$ cat src/rtl/result_display_7seg.sv
`default_nettype none
// ============================================================================
//  Module      : result_display_7seg
//  Description : Converts a 16-bit unsigned result to decimal with a
//                sequential double-dabble converter (one shift per clock) and
//                scans it onto a 4-digit multiplexed common-anode 7-segment
//                display with leading-zero blanking and overflow dashes.
//  Revision    : 1.0  initial release
// ============================================================================
module result_display_7seg #(
    parameter int REFRESH_DIV = 100000
) (
    input  logic        clk,
    input  logic        rst,
    input  logic [15:0] value,
    input  logic        load,
    output logic        busy,
    output logic        ovf,
    output logic [3:0]  an,
    output logic [6:0]  seg,
    output logic        dp
);

    localparam int                c_cnt_w   = $clog2(REFRESH_DIV);
    localparam logic [c_cnt_w-1:0] c_cnt_max = c_cnt_w'(REFRESH_DIV - 1);
    localparam logic [6:0]        c_seg_blank = 7'b1111111;
    localparam logic [6:0]        c_seg_dash  = 7'b0111111;

    typedef enum logic [1:0] {
        ST_IDLE = 2'd0,
        ST_CONV = 2'd1,
        ST_DONE = 2'd2
    } state_t;

    state_t              r_state;
    state_t              w_state_nxt;
    logic                w_start;
    logic                w_shift;
    logic                w_commit;
    logic                w_busy;
    logic [15:0]         w_start_val;

    logic [15:0]         r_bin;
    logic [19:0]         r_bcd;
    logic [18:0]         w_bcd_adj;
    logic [3:0]          r_iter;
    logic [15:0]         r_src;
    logic [15:0]         r_pend_val;
    logic                r_pend;

    logic [15:0]         r_disp;
    logic                r_ovf;

    logic [c_cnt_w-1:0]  r_cnt;
    logic [1:0]          r_idx;
    logic [1:0]          w_idx_nxt;
    logic [3:0]          w_dig;
    logic                w_blank;
    logic [6:0]          w_seg_nxt;
    logic [3:0]          r_an;
    logic [6:0]          r_seg;

    function automatic logic [6:0] f_seg(input logic [3:0] d);
        logic [6:0] s;
        case (d)
            4'd0:    s = 7'b1000000;
            4'd1:    s = 7'b1111001;
            4'd2:    s = 7'b0100100;
            4'd3:    s = 7'b0110000;
            4'd4:    s = 7'b0011001;
            4'd5:    s = 7'b0010010;
            4'd6:    s = 7'b0000010;
            4'd7:    s = 7'b1111000;
            4'd8:    s = 7'b0000000;
            4'd9:    s = 7'b0010000;
            default: s = 7'b1111111;
        endcase
        return s;
    endfunction

    // Converter state register
    always_ff @(posedge clk or posedge rst) begin
        if (rst) r_state <= ST_IDLE;
        else     r_state <= w_state_nxt;
    end

    // Converter next-state and control strobes
    always_comb begin
        w_state_nxt = r_state;
        w_start     = 1'b0;
        w_shift     = 1'b0;
        w_commit    = 1'b0;
        w_busy      = 1'b1;
        case (r_state)
            ST_IDLE: begin
                w_busy = 1'b0;
                if (load) begin
                    w_start     = 1'b1;
                    w_state_nxt = ST_CONV;
                end
            end
            ST_CONV: begin
                w_shift = 1'b1;
                if (r_iter == 4'd15) w_state_nxt = ST_DONE;
            end
            ST_DONE: begin
                w_commit = 1'b1;
                // A strobe in this very cycle is newer than any pending value
                if (load || r_pend) begin
                    w_start     = 1'b1;
                    w_state_nxt = ST_CONV;
                end else begin
                    w_state_nxt = ST_IDLE;
                end
            end
            default: begin
                w_busy      = 1'b0;
                w_state_nxt = ST_IDLE;
            end
        endcase
    end

    assign busy        = w_busy;
    assign w_start_val = load ? value : r_pend_val;

    // Add-3 correction; the fifth nibble never reaches 5 before a shift for a
    // 16-bit input, so only the four low nibbles need correcting.
    always_comb begin
        w_bcd_adj = {r_bcd[18:16], 16'd0};
        for (int k = 0; k < 4; k++) begin
            w_bcd_adj[k*4 +: 4] = (r_bcd[k*4 +: 4] >= 4'd5) ? (r_bcd[k*4 +: 4] + 4'd3)
                                                             : r_bcd[k*4 +: 4];
        end
    end

    // Double-dabble datapath and result commit
    always_ff @(posedge clk or posedge rst) begin
        if (rst) begin
            r_bin  <= '0;
            r_bcd  <= '0;
            r_iter <= '0;
            r_src  <= '0;
            r_disp <= '0;
            r_ovf  <= 1'b0;
        end else begin
            if (w_commit) begin
                r_disp <= r_bcd[15:0];
                r_ovf  <= (r_bcd[19:16] != 4'd0) || (r_src > 16'd9999);
            end
            if (w_start) begin
                r_bin  <= w_start_val;
                r_src  <= w_start_val;
                r_bcd  <= '0;
                r_iter <= '0;
            end else if (w_shift) begin
                r_bcd  <= {w_bcd_adj, r_bin[15]};
                r_bin  <= {r_bin[14:0], 1'b0};
                r_iter <= r_iter + 4'd1;
            end
        end
    end

    // Pending request captured while a conversion is running; last one wins
    always_ff @(posedge clk or posedge rst) begin
        if (rst) begin
            r_pend     <= 1'b0;
            r_pend_val <= '0;
        end else if (r_state == ST_DONE) begin
            r_pend <= 1'b0;
        end else if (load && (r_state == ST_CONV)) begin
            r_pend     <= 1'b1;
            r_pend_val <= value;
        end
    end

    // Refresh counter and digit index
    assign w_idx_nxt = (r_cnt == c_cnt_max) ? (r_idx + 2'd1) : r_idx;

    always_ff @(posedge clk or posedge rst) begin
        if (rst) begin
            r_cnt <= '0;
            r_idx <= '0;
        end else begin
            r_cnt <= (r_cnt == c_cnt_max) ? '0 : (r_cnt + c_cnt_w'(1));
            r_idx <= w_idx_nxt;
        end
    end

    // Segment pattern for the digit that will be active after this edge
    always_comb begin
        w_dig   = r_disp[w_idx_nxt*4 +: 4];
        w_blank = 1'b0;
        case (w_idx_nxt)
            2'd1:    w_blank = (r_disp[15:4]  == 12'd0);
            2'd2:    w_blank = (r_disp[15:8]  == 8'd0);
            2'd3:    w_blank = (r_disp[15:12] == 4'd0);
            default: w_blank = 1'b0;
        endcase
        if (r_ovf)        w_seg_nxt = c_seg_dash;
        else if (w_blank) w_seg_nxt = c_seg_blank;
        else              w_seg_nxt = f_seg(w_dig);
    end

    // Anode and segment outputs registered together to avoid ghosting
    always_ff @(posedge clk or posedge rst) begin
        if (rst) begin
            r_an  <= 4'b1111;
            r_seg <= c_seg_blank;
        end else begin
            r_an  <= ~(4'b0001 << w_idx_nxt);
            r_seg <= w_seg_nxt;
        end
    end

    assign an  = r_an;
    assign seg = r_seg;
    assign ovf = r_ovf;
    assign dp  = 1'b1;

endmodule
`default_nettype wire
$ cat config.mk
export PLATFORM = sky130hd
export DESIGN_NAME = result_display_7seg
export DESIGN_NICKNAME = d
export VERILOG_FILES = /design/src/rtl/result_display_7seg.sv
export SDC_FILE = /design/constraint.sdc
export NUM_CORES = 1
export LEC_CHECK = 0
export CAP_MARGIN = 10
export CELL_PAD_IN_SITES_DETAIL_PLACEMENT = 0
export CELL_PAD_IN_SITES_GLOBAL_PLACEMENT = 1
export CORE_MARGIN = 1.5
export CORE_UTILIZATION = 47
export CTS_CLUSTER_DIAMETER = 30
export DETAILED_ROUTE_END_ITERATION = 8
export GPL_ROUTABILITY_DRIVEN = 0
export PLACE_DENSITY_LB_ADDON = 0.1
export SKIP_CTS_REPAIR_TIMING = 1
export SLEW_MARGIN = 20
export SYNTH_ARGS = -nofsm -noshare
export SYNTH_HDL_FRONTEND = slang
export SYNTH_SLANG_ARGS = --single-unit
$ cat constraint.sdc
create_clock -name clk -period 5.6 [get_ports clk]
set_input_delay 1.12 -clock clk [delete_from_list [all_inputs] [get_ports clk]]
set_output_delay 1.12 -clock clk [all_outputs]
set_load 0.1 [all_outputs]
======== After elaboration in Yosys (flattened, before gate mapping) ========
Memories as Yosys holds them, arrays and structs flattened.
Index checks and enable logic that the tools add are counted.
word-level totals
  ROM bits ................................ 112
  memories ................................ 1
  latch bits .............................. 0
  word-level logic and storage cells ...... 80
  input port bits ......................... 19
  bits in writable memories ............... 0
  register bits after elaboration ......... 122
cells by class
  multiply operators ...................... 0
  shifts and indexed selects .............. 2
  reductions and logical operators ........ 13
  equal/unequal tests ..................... 9
  divide/modulo/power cells ............... 0
  add/subtract/negate cells ............... 7
  mux-type cells .......................... 28
  bitwise gates (word level) .............. 2
  order comparisons ....................... 5
memories
  name              depth  bits a word  read ports  clocked after memory_dff  wr ports  line  RTL
  (name not given)  16     7            1           0                         0         65    case (d)
operators with widths
  cell                   number
  $mux 16                3
  $mux 20                2
  $mux 4                 6
  $add 17x1->17 const B  1
  $eq 17x17->1 const B   1
  $mux 17                1
  $add 4x2->4 const B    4
  $ge 4x3->1 const B     4
  $gt 16x14->1 const B   1
  $shiftx 16x5->4        1
  $mux 7                 2
  $logic_not 12->1       1
  $logic_not 8->1        1
  $mux 1                 8
  $eq 2x2->1 const B     3
  $mux 2                 3
  $pmux 2 s3             1
  $add 4x1->4 const B    1
  $eq 2x1->1 const B     2
  $eq 4x4->1 const B     1
  $logic_not 4->1        1
  $ne 2x2->1 const B     2
  $not 4->4              1
  $reduce_and 2->1       2
  11 further kinds       13

======== Depth between registers and ports, before layout ========
Gate-level depths: netlist (run 1).
  word-level depth ........................ 6
  mapped depth ............................ 10
  gate-level depth less buffers ........... 9

======== Least setup slack after synthesis (run 1) ========
OpenSTA, ideal clock, no wires.
  path type ............................... in2reg
  start ................................... input port load
  end ..................................... register r_bcd[10]
  required time ........................... 5.468 ns
  path slack .............................. 3.069 ns
  arrival ................................. 2.399 ns
  path buffers ............................ 3
  stages on the path ...................... 6
  path through ............................ clkbuf_1 > nand2_1 > nand2_1 > clkbuf_1 > clkbuf_1 > nor2_1
between the ends
  longest elaborated chain between the ends .. 4
  elaborated cells between the ends (all ways) .. 6
RTL lines
  what                                          line  RTL
  start: declaration                            16    input logic load,
  $logic_or 1x1->1                              109   if (load || r_pend) begin
  $mux 1                                        109
  $pmux 1 s2 (*)                                94    case (r_state)
  $mux 20 or $reduce_bool 2->1 (tied branches)  -
  end signal: assignment                        156   r_bcd <= {w_bcd_adj, r_bin[15]};
  end: declaration                              44    logic [19:0] r_bcd;
Every way passes the cells marked *; elsewhere a longest branch is shown, timed or not.
A chain may end at the register's enable or synchronous reset.

======== Final worst setup path (run 1) ========
  start ................................... register r_cnt[12]
  end ..................................... register r_seg[3], in the netlist seg[3]
between the ends
  longest elaborated chain between the ends .. 6
  elaborated cells between the ends (all ways) .. 10
RTL lines
  what                                           line  RTL
  start: declaration                             54    logic [c_cnt_w-1:0] r_cnt;
  start signal: assignment                       184   r_cnt <= (r_cnt == c_cnt_max) ? '0 : (r_cnt + c_cnt_w'(1));
  $eq 17x17->1 (*)                               177   assign w_idx_nxt = (r_cnt == c_cnt_max) ? (r_idx + 2'd1) : r_idx;
  $mux 2 (*)                                     177
  net w_idx_nxt[0]                               56    logic [1:0] w_idx_nxt;
  $shiftx 16x5->4, or another cell as far along  191   w_dig = r_disp[w_idx_nxt*4 +: 4];
  $mem_v2 16x7 or $pmux 1 s3 (tied branches)     -
  $mux 7 (*)                                     200   else if (w_blank) w_seg_nxt = c_seg_blank;
  $mux 7 (*)                                     199   if (r_ovf) w_seg_nxt = c_seg_dash;
  net w_seg_nxt[3]                               59    logic [6:0] w_seg_nxt;
  end signal: assignment                         208   r_seg <= c_seg_blank;
  end signal: assignment                         211   r_seg <= w_seg_nxt;
  end: declaration                               61    logic [6:0] r_seg;
Mark *: on every way through the listed nets, which the timed path passes. The rest lies on a longest branch.

==> summary.md, run 1 <==
| Metric | Value |
|---|---|
| Period utilization | `63.2%` |
| Status | `complete, but fails checks` |
| Tmin final | `3540 ps` |
| Fraction of layout cells with a size suffix above 1 | `15.0%` |
| Worst slew margin | `34.1%` |
| Die Area | `0.0126 mm^2` |
| Peak VDD IR | `350 uV` |
| FF-to-FF Start | `r_cnt[12]$_DFF_PP0_` |
| Yosys top cell area share | `47.7%` |
| Violated checks | `DRC` |
| RR Endpoint | `seg[3]$_DFF_PP1_` |
| Effective utilization at floorplan | `48.7%` |
| Post-DP HPWL | `7390 um` |
| Synth Register Bits | `118` |
| Die width | `112 um` |
| CP arrival | `3870 ps` |
| Max frequency | `0.283 GHz` |
| Mapped Avg Cell Area | `10.7 um^2` |
| Warnings from Yosys | `0` |
| Antenna diodes | `0` |
| Final TNS setup | `0 ps` |
| Leakage power | `2.90 nW` |
| Post-synth top area cell | `dfrtp_1` |
| CTS tree | `done` |
| Worst-margin pin slew | `988 ps` |
| TritonRoute pass-1 iters | `6` |
| CTS H-Tree Depth | `4` |
| Min-delay src | `r_cnt[4]$_DFF_PP0_` |
| Crit Path Max Fanout | `12` |
| Layout Nets | `590` |
| Sequential cell area | `0.00297 mm^2` |
| Max-Cap Viols | `0` |
| Unrepaired setup endpoints after global routing | `false` |
| Vias in the first global route | `3758` |
| CP endpoint kind | `flip-flop` |
| Multi-input gate area | `0.00246 mm^2` |
| Final wirelength | `11200 um` |
| Hold EP | `r_cnt[4]$_DFF_PP0_` |
| Critical Path RT | `5930 ps` |
| # setup viols final | `0` |
| Post-synth net total | `560` |
| Vias per cell | `5.51` |
| First-pass GRT wire length | `19200 um` |
| Slew Limit Fails | `0` |
| Post-synth EDFFs | `0` |
| Worst reg2reg setup slack | `2060 ps` |
| Post-DR wirelength/cell | `15.8 um` |
| DRC violations left | `4` |
| Clk root buf | `clkbuf_16` |
| Hold Fails Final Rpt | `0` |
| Sink Count | `118` |
| Worst Skew | `6.93 ps` |
| Via count | `3913` |
| Reg2reg path depth | `9` |
| Pre-CTS setup slack | `2130 ps` |
| Clk slew on worst S/H paths | `50 ps` |
| Post-synth ARST share | `100%` |
| DRT iter0 DRCs | `239` |
| Ys flop type | `dfrtp_1` |
| Most numerous cell in the Yosys netlist | `dfrtp_1` |
| Cell Area, Synth | `0.00561 mm^2` |
| Top post-synthesis cells by area | `dfrtp_1 (48%), mux2_2 (6.0%), mux2i_1 (5.2%), dfstp_2 (5.2%), a21oi_1 (4.4%)` |
| CTS Buf Count | `17` |
| Initial antenna violation count | `0` |
| Largest net degree at the start of global routing | `63` |
| # IOs | `33` |
| Sequential share of the synthesized area | `52.9%` |
| Clock latency on the worst-skew pair | `420 ps` |
| Power per cell area | `507 mW/mm^2` |
| Final worst slack | `2060 ps` |
| Total track usage | `19.8%` |
| Crit path from | `r_cnt[12]$_DFF_PP0_` |
| Commonest cells in the netlist | `dfrtp_1 (107), a21oi_1 (49), nor2_1 (49), mux2_2 (30)` |
| Core area | `0.0115 mm^2` |
| Crit Path Class | `flip-flop to flip-flop` |
| Die height | `112 um` |
| Fill cells | `989` |
| Unique masters post-synth | `51` |
| Hold path depth | `1` |
| Total global routing overflow | `0` |
| # rows | `39` |
| Clk buf depth | `2` |
| Syn Inst Count | `526` |
| CP startpoint kind | `flip-flop` |
| HP Class | `flip-flop to flip-flop` |
| Antenna Violating Nets Remaining | `0` |
| Port Buffers | `31` |
| Layout area overhead | `18.2%` |
-- state kept, by name (all words and copies together) (netlist names) --
name,cells
r_idx,2
ovf,1
r_pend_val,16
r_state,2
r_pend,1
seg,7
r_cnt,17
r_src,12
r_bcd,20
r_iter,4
r_bin,16
r_disp,16
an,4
-- critical path, cell delays in order, from the launching register on --
cell and delay [ps]:
dfrtp_1 420, nor4b_2 330, nand3_1 160, nor2_1 710, xnor2_2 230, inv_2 100
a222oi_1 860, ha_1 390, a21o_1 160, o2111ai_1 90
-- where the power goes --
group	internal, mW	total, mW	switching [mW]
clock	0.699	1.07	0.371
combinational	0.389	1.01	0.620
sequential	1.12	1.28	0.165
total	2.20	3.36	1.16
-- placed cells by master, fill, tap and decap left out, types with 3 or more instances in the layout --
master	count
inv_1	19
bufinv_16	3
nand2_1	28
o21ai_0	24
dfstp_2	11
and3_1	3
nor2b_1	16
clkdlybuf4s50_1	31
and2_1	3
a211oi_1	21
clkinv_2	7
clkbuf_16	17
mux2_2	30
a21oi_1	49
dfrtp_1	107
ha_1	14
nand3_1	14
nor3_1	4
buf_4	7
xor2_1	11
o21ai_1	3
xnor2_1	13
nand2b_1	6
mux2i_1	29
nand4_1	4
nor3b_1	3
nor2_1	49
nor4_1	4
-- layout make-up --
type	count	area share, %
multi-input combinational	359	37.1
clock inverter	11	2.02
tap	143	2.70
sequential	118	44.8
inverter	22	1.28
timing repair buffer	38	5.47
clock buffer	19	6.68
-- metrics by stage --
| step | power, mW | instance area (um^2) | hold WS (ps) | util [%] | cells |
|---|---|---|---|---|---|
| 3_5_place_dp | 2.30 | 6050 | 456 | 52.6 | 680 |
| 4_1_cts | 3.39 | 6630 | 467 | 57.6 | 710 |
| 3_3_place_gp | 2.27 | 6050 | 460 | 52.6 | 680 |
| 2_1_floorplan | 2.06 | 5610 | 439 | - | 526 |
| 5_1_grt | 3.57 | 6630 | 497 | 57.6 | 710 |
| 6_report | 3.36 | 6630 | 463 | 57.6 | 710 |
-- how the worst max path moves through the flow --
stage | cells after the start | endpoint | slack (ps)
floorplan | 1 | ovf$_DFFE_PP0P_ | 1370
global route | 9 | seg[3]$_DFF_PP1_ | 1770
CTS | 9 | seg[3]$_DFF_PP1_ | 2100
global placement | 9 | seg[3]$_DFF_PP1_ | 2220
detailed placement | 9 | seg[3]$_DFF_PP1_ | 2130
finish | 9 | seg[3]$_DFF_PP1_ | 2060
-- routing by layer --
layer | wire, um | GRT usage [%]
met1 | 5600 | 28.3
met2 | 4900 | 27.9
met3 | 616 | 6.64
met4 | 123 | 7.68
met5 | 0 | 0
-- kinds of logic after synthesis --
logic type                 count (synthesis)  share of synthesized area [%]
adders and majority gates                 15                           3.35
other                                      1                         0.0669
and+or+nand+nor                          144                           12.8
xor gates and xnor gates                  25                           4.04
DFF                                      118                           52.9
AOI/OAI and AO/OA                        115                           12.3
muxes                                     59                           11.2
buffers and inverters                     49                           3.37
(Power assumes the default switching activity.)
==> run 2, diff against run 1 <==
Settings changed: CORE_UTILIZATION 47 to 43.
Clock period 5.6 ns to 3.25 ns, I/O delays scaled along.
==> run 2 against run 1 <==
Critical path depth is 1 higher. Cell count up 4.8%. Clock-buffer cell count increased by 4. First-iteration DRC count is 17% higher. Utilization fell by 4.2 points. Critical path type unchanged. Power increased by 77%. Register-to-register slack got worse by 1400 ps. The run now ends clean. Highest routed layer unchanged.
==> summary.md, run 2 (same netlist as run 1, synthesis figures left out) <==
| Metric | Value |
|---|---|
| Period utilization | `78.8%` |
| Worst slew margin | `48.1%` |
| Clock latency on the worst-skew pair | `410 ps` |
| Worst Skew | `8.75 ps` |
| Layout area overhead | `20.4%` |
| Via count | `3836` |
| Antenna diodes | `0` |
| Max frequency | `0.390 GHz` |
| Final wirelength | `10900 um` |
| DRT iter0 DRCs | `279` |
| Total track usage | `17.8%` |
| DRC violations left | `0` |
| TritonRoute pass-1 iters | `7` |
| DP Area | `0.00610 mm^2` |
| Peak VDD IR | `640 uV` |
| Max stage delay on crit path | `420 ps` |
| Largest register FFs | `20` |
| Effective utilization at floorplan | `44.3%` |
| CTS tree | `done` |
| Initial antenna violation count | `0` |
| Largest net degree at the start of global routing | `81` |
| CTS H-Tree Depth | `4` |
| Die width | `117 um` |
| First-pass GRT wire length | `18600 um` |
| Clk root buf | `clkbuf_16` |
| Vias per cell | `5.16` |
| CP Cell Sequence | `nor4b_2 > nand3_1 > nor2_1 > xnor2_2 > inv_2 > a222oi_1 > buf_4 > ha_1 > a21o_1 > o2111ai_1` |
| Antenna Violating Nets Remaining | `0` |
| Clk buf depth | `2` |
| Power per cell area | `881 mW/mm^2` |
| Slowest stage cell, crit path | `dfrtp_1` |
| Worst reg2reg setup slack | `690 ps` |
| Worst Path Buf+Inv | `2` |
| Regs by FF count | `r_bcd x20, r_cnt x17` |
| Total global routing overflow | `0` |
| Status | `completed` |
| CP arrival | `2880 ps` |
| Multi-input gate area | `0.00246 mm^2` |
| Tmin final | `2560 ps` |
| Vias in the first global route | `3788` |
| Slew Limit Fails | `0` |
| Final worst slack | `688 ps` |
| Pre-CTS setup slack | `701 ps` |
| Crit Path Max Fanout | `8` |
| Top delay family on crit path | `simple AND/OR/NAND/NOR gates` |
| Clk slew on worst S/H paths | `50 ps` |
| # IOs | `33` |
| Die height | `117 um` |
| Max-Cap Viols | `0` |
| Fill cells | `1165` |
| Fraction of layout cells with a size suffix above 1 | `17.7%` |
| Top reg by flops | `r_bcd` |
| Sink Count | `118` |
| Worst-margin pin slew | `779 ps` |
| CP startpoint kind | `flip-flop` |
| Post-DR wirelength/cell | `14.6 um` |
| Layout Nets | `593` |
| CP endpoint kind | `flip-flop` |
| CTS Buf Count | `17` |
| Port Buffers | `31` |
| Final TNS setup | `0 ps` |
| # rows | `41` |
| Critical Path RT | `3570 ps` |
| Die Area | `0.0137 mm^2` |
| Unrepaired setup endpoints after global routing | `false` |
| Crit Path Class | `flip-flop to flip-flop` |
| Sequential cell area | `0.00297 mm^2` |
| Hold Fails Final Rpt | `0` |
| Leakage power | `2.95 nW` |
| Most common cell after layout, fill and taps aside | `dfrtp_1` |
| Most frequent cells in the layout | `dfrtp_1 (107), nor2_1 (49), a21oi_1 (49), mux2_2 (30), mux2i_1 (29)` |
| Post-DP HPWL | `7210 um` |
| HP Class | `flip-flop to flip-flop` |
| Core area | `0.0127 mm^2` |
| # setup viols final | `0` |
| Cell area after layout | `0.00676 mm^2` |
==> run 2: cell count changes in the layout (fill, tap and decap cells not counted), sizes merged <==
cell           delta
buf              +16
bufinv            +2
clkbuf            +4
clkdlybuf4s50    -13
clkinv            -5
clkinvlp          +2
inv               -1
==> run 2: report_power, final <==
group	switching (mW)	internal (mW)	leakage, nW
sequential	0.271	1.92	1.47
combinational	1.05	0.661	1.17
clock	0.629	1.42	0.317
==> run 2: area by class of cell <==
type	count	share of cell area [%]
clock buffer	23	7.08
clock inverter	9	2.56
inverter	22	1.28
multi-input combinational	359	36.4
sequential	118	43.9
tap	172	3.19
timing repair buffer	41	5.59
==> run 2: worst paths after layout <==
kind	depth (start not counted)	endpoint	from
worst max register to register	10	seg[3]$_DFF_PP1_	r_cnt[12]$_DFF_PP0_
worst min register to register	1	r_cnt[4]$_DFF_PP0_	r_cnt[4]$_DFF_PP0_
min in group asynchronous	2	r_pend_val[3]$_DFFE_PP0P_	rst
worst max-delay path	10	seg[3]$_DFF_PP1_	r_cnt[12]$_DFF_PP0_
worst min-delay path	1	r_cnt[4]$_DFF_PP0_	r_cnt[4]$_DFF_PP0_
max in group asynchronous	3	seg[2]$_DFF_PP1_	rst
==> run 2: metrics by stage <==
stage | hold slack, ps | power [mW] | std cells | utilization, %
after floorplan | 439 | 3.56 | 526 | -
after global placement | 458 | 3.90 | 712 | 48.2
after detailed placement | 458 | 3.94 | 712 | 48.2
after CTS | 471 | 6.04 | 744 | 53.3
after global routing | 489 | 6.35 | 744 | 53.3
final | 469 | 5.95 | 744 | 53.3
==> run 2: metal layers <==
layer | global-route usage (%) | routed length [um] | up-vias
li1 | - | - | 1910
met5 | 0 | 0 | -
met4 | 8.27 | 133 | 0
met1 | 24.0 | 5440 | 1856
met3 | 4.12 | 283 | 9
met2 | 27.2 | 5010 | 61
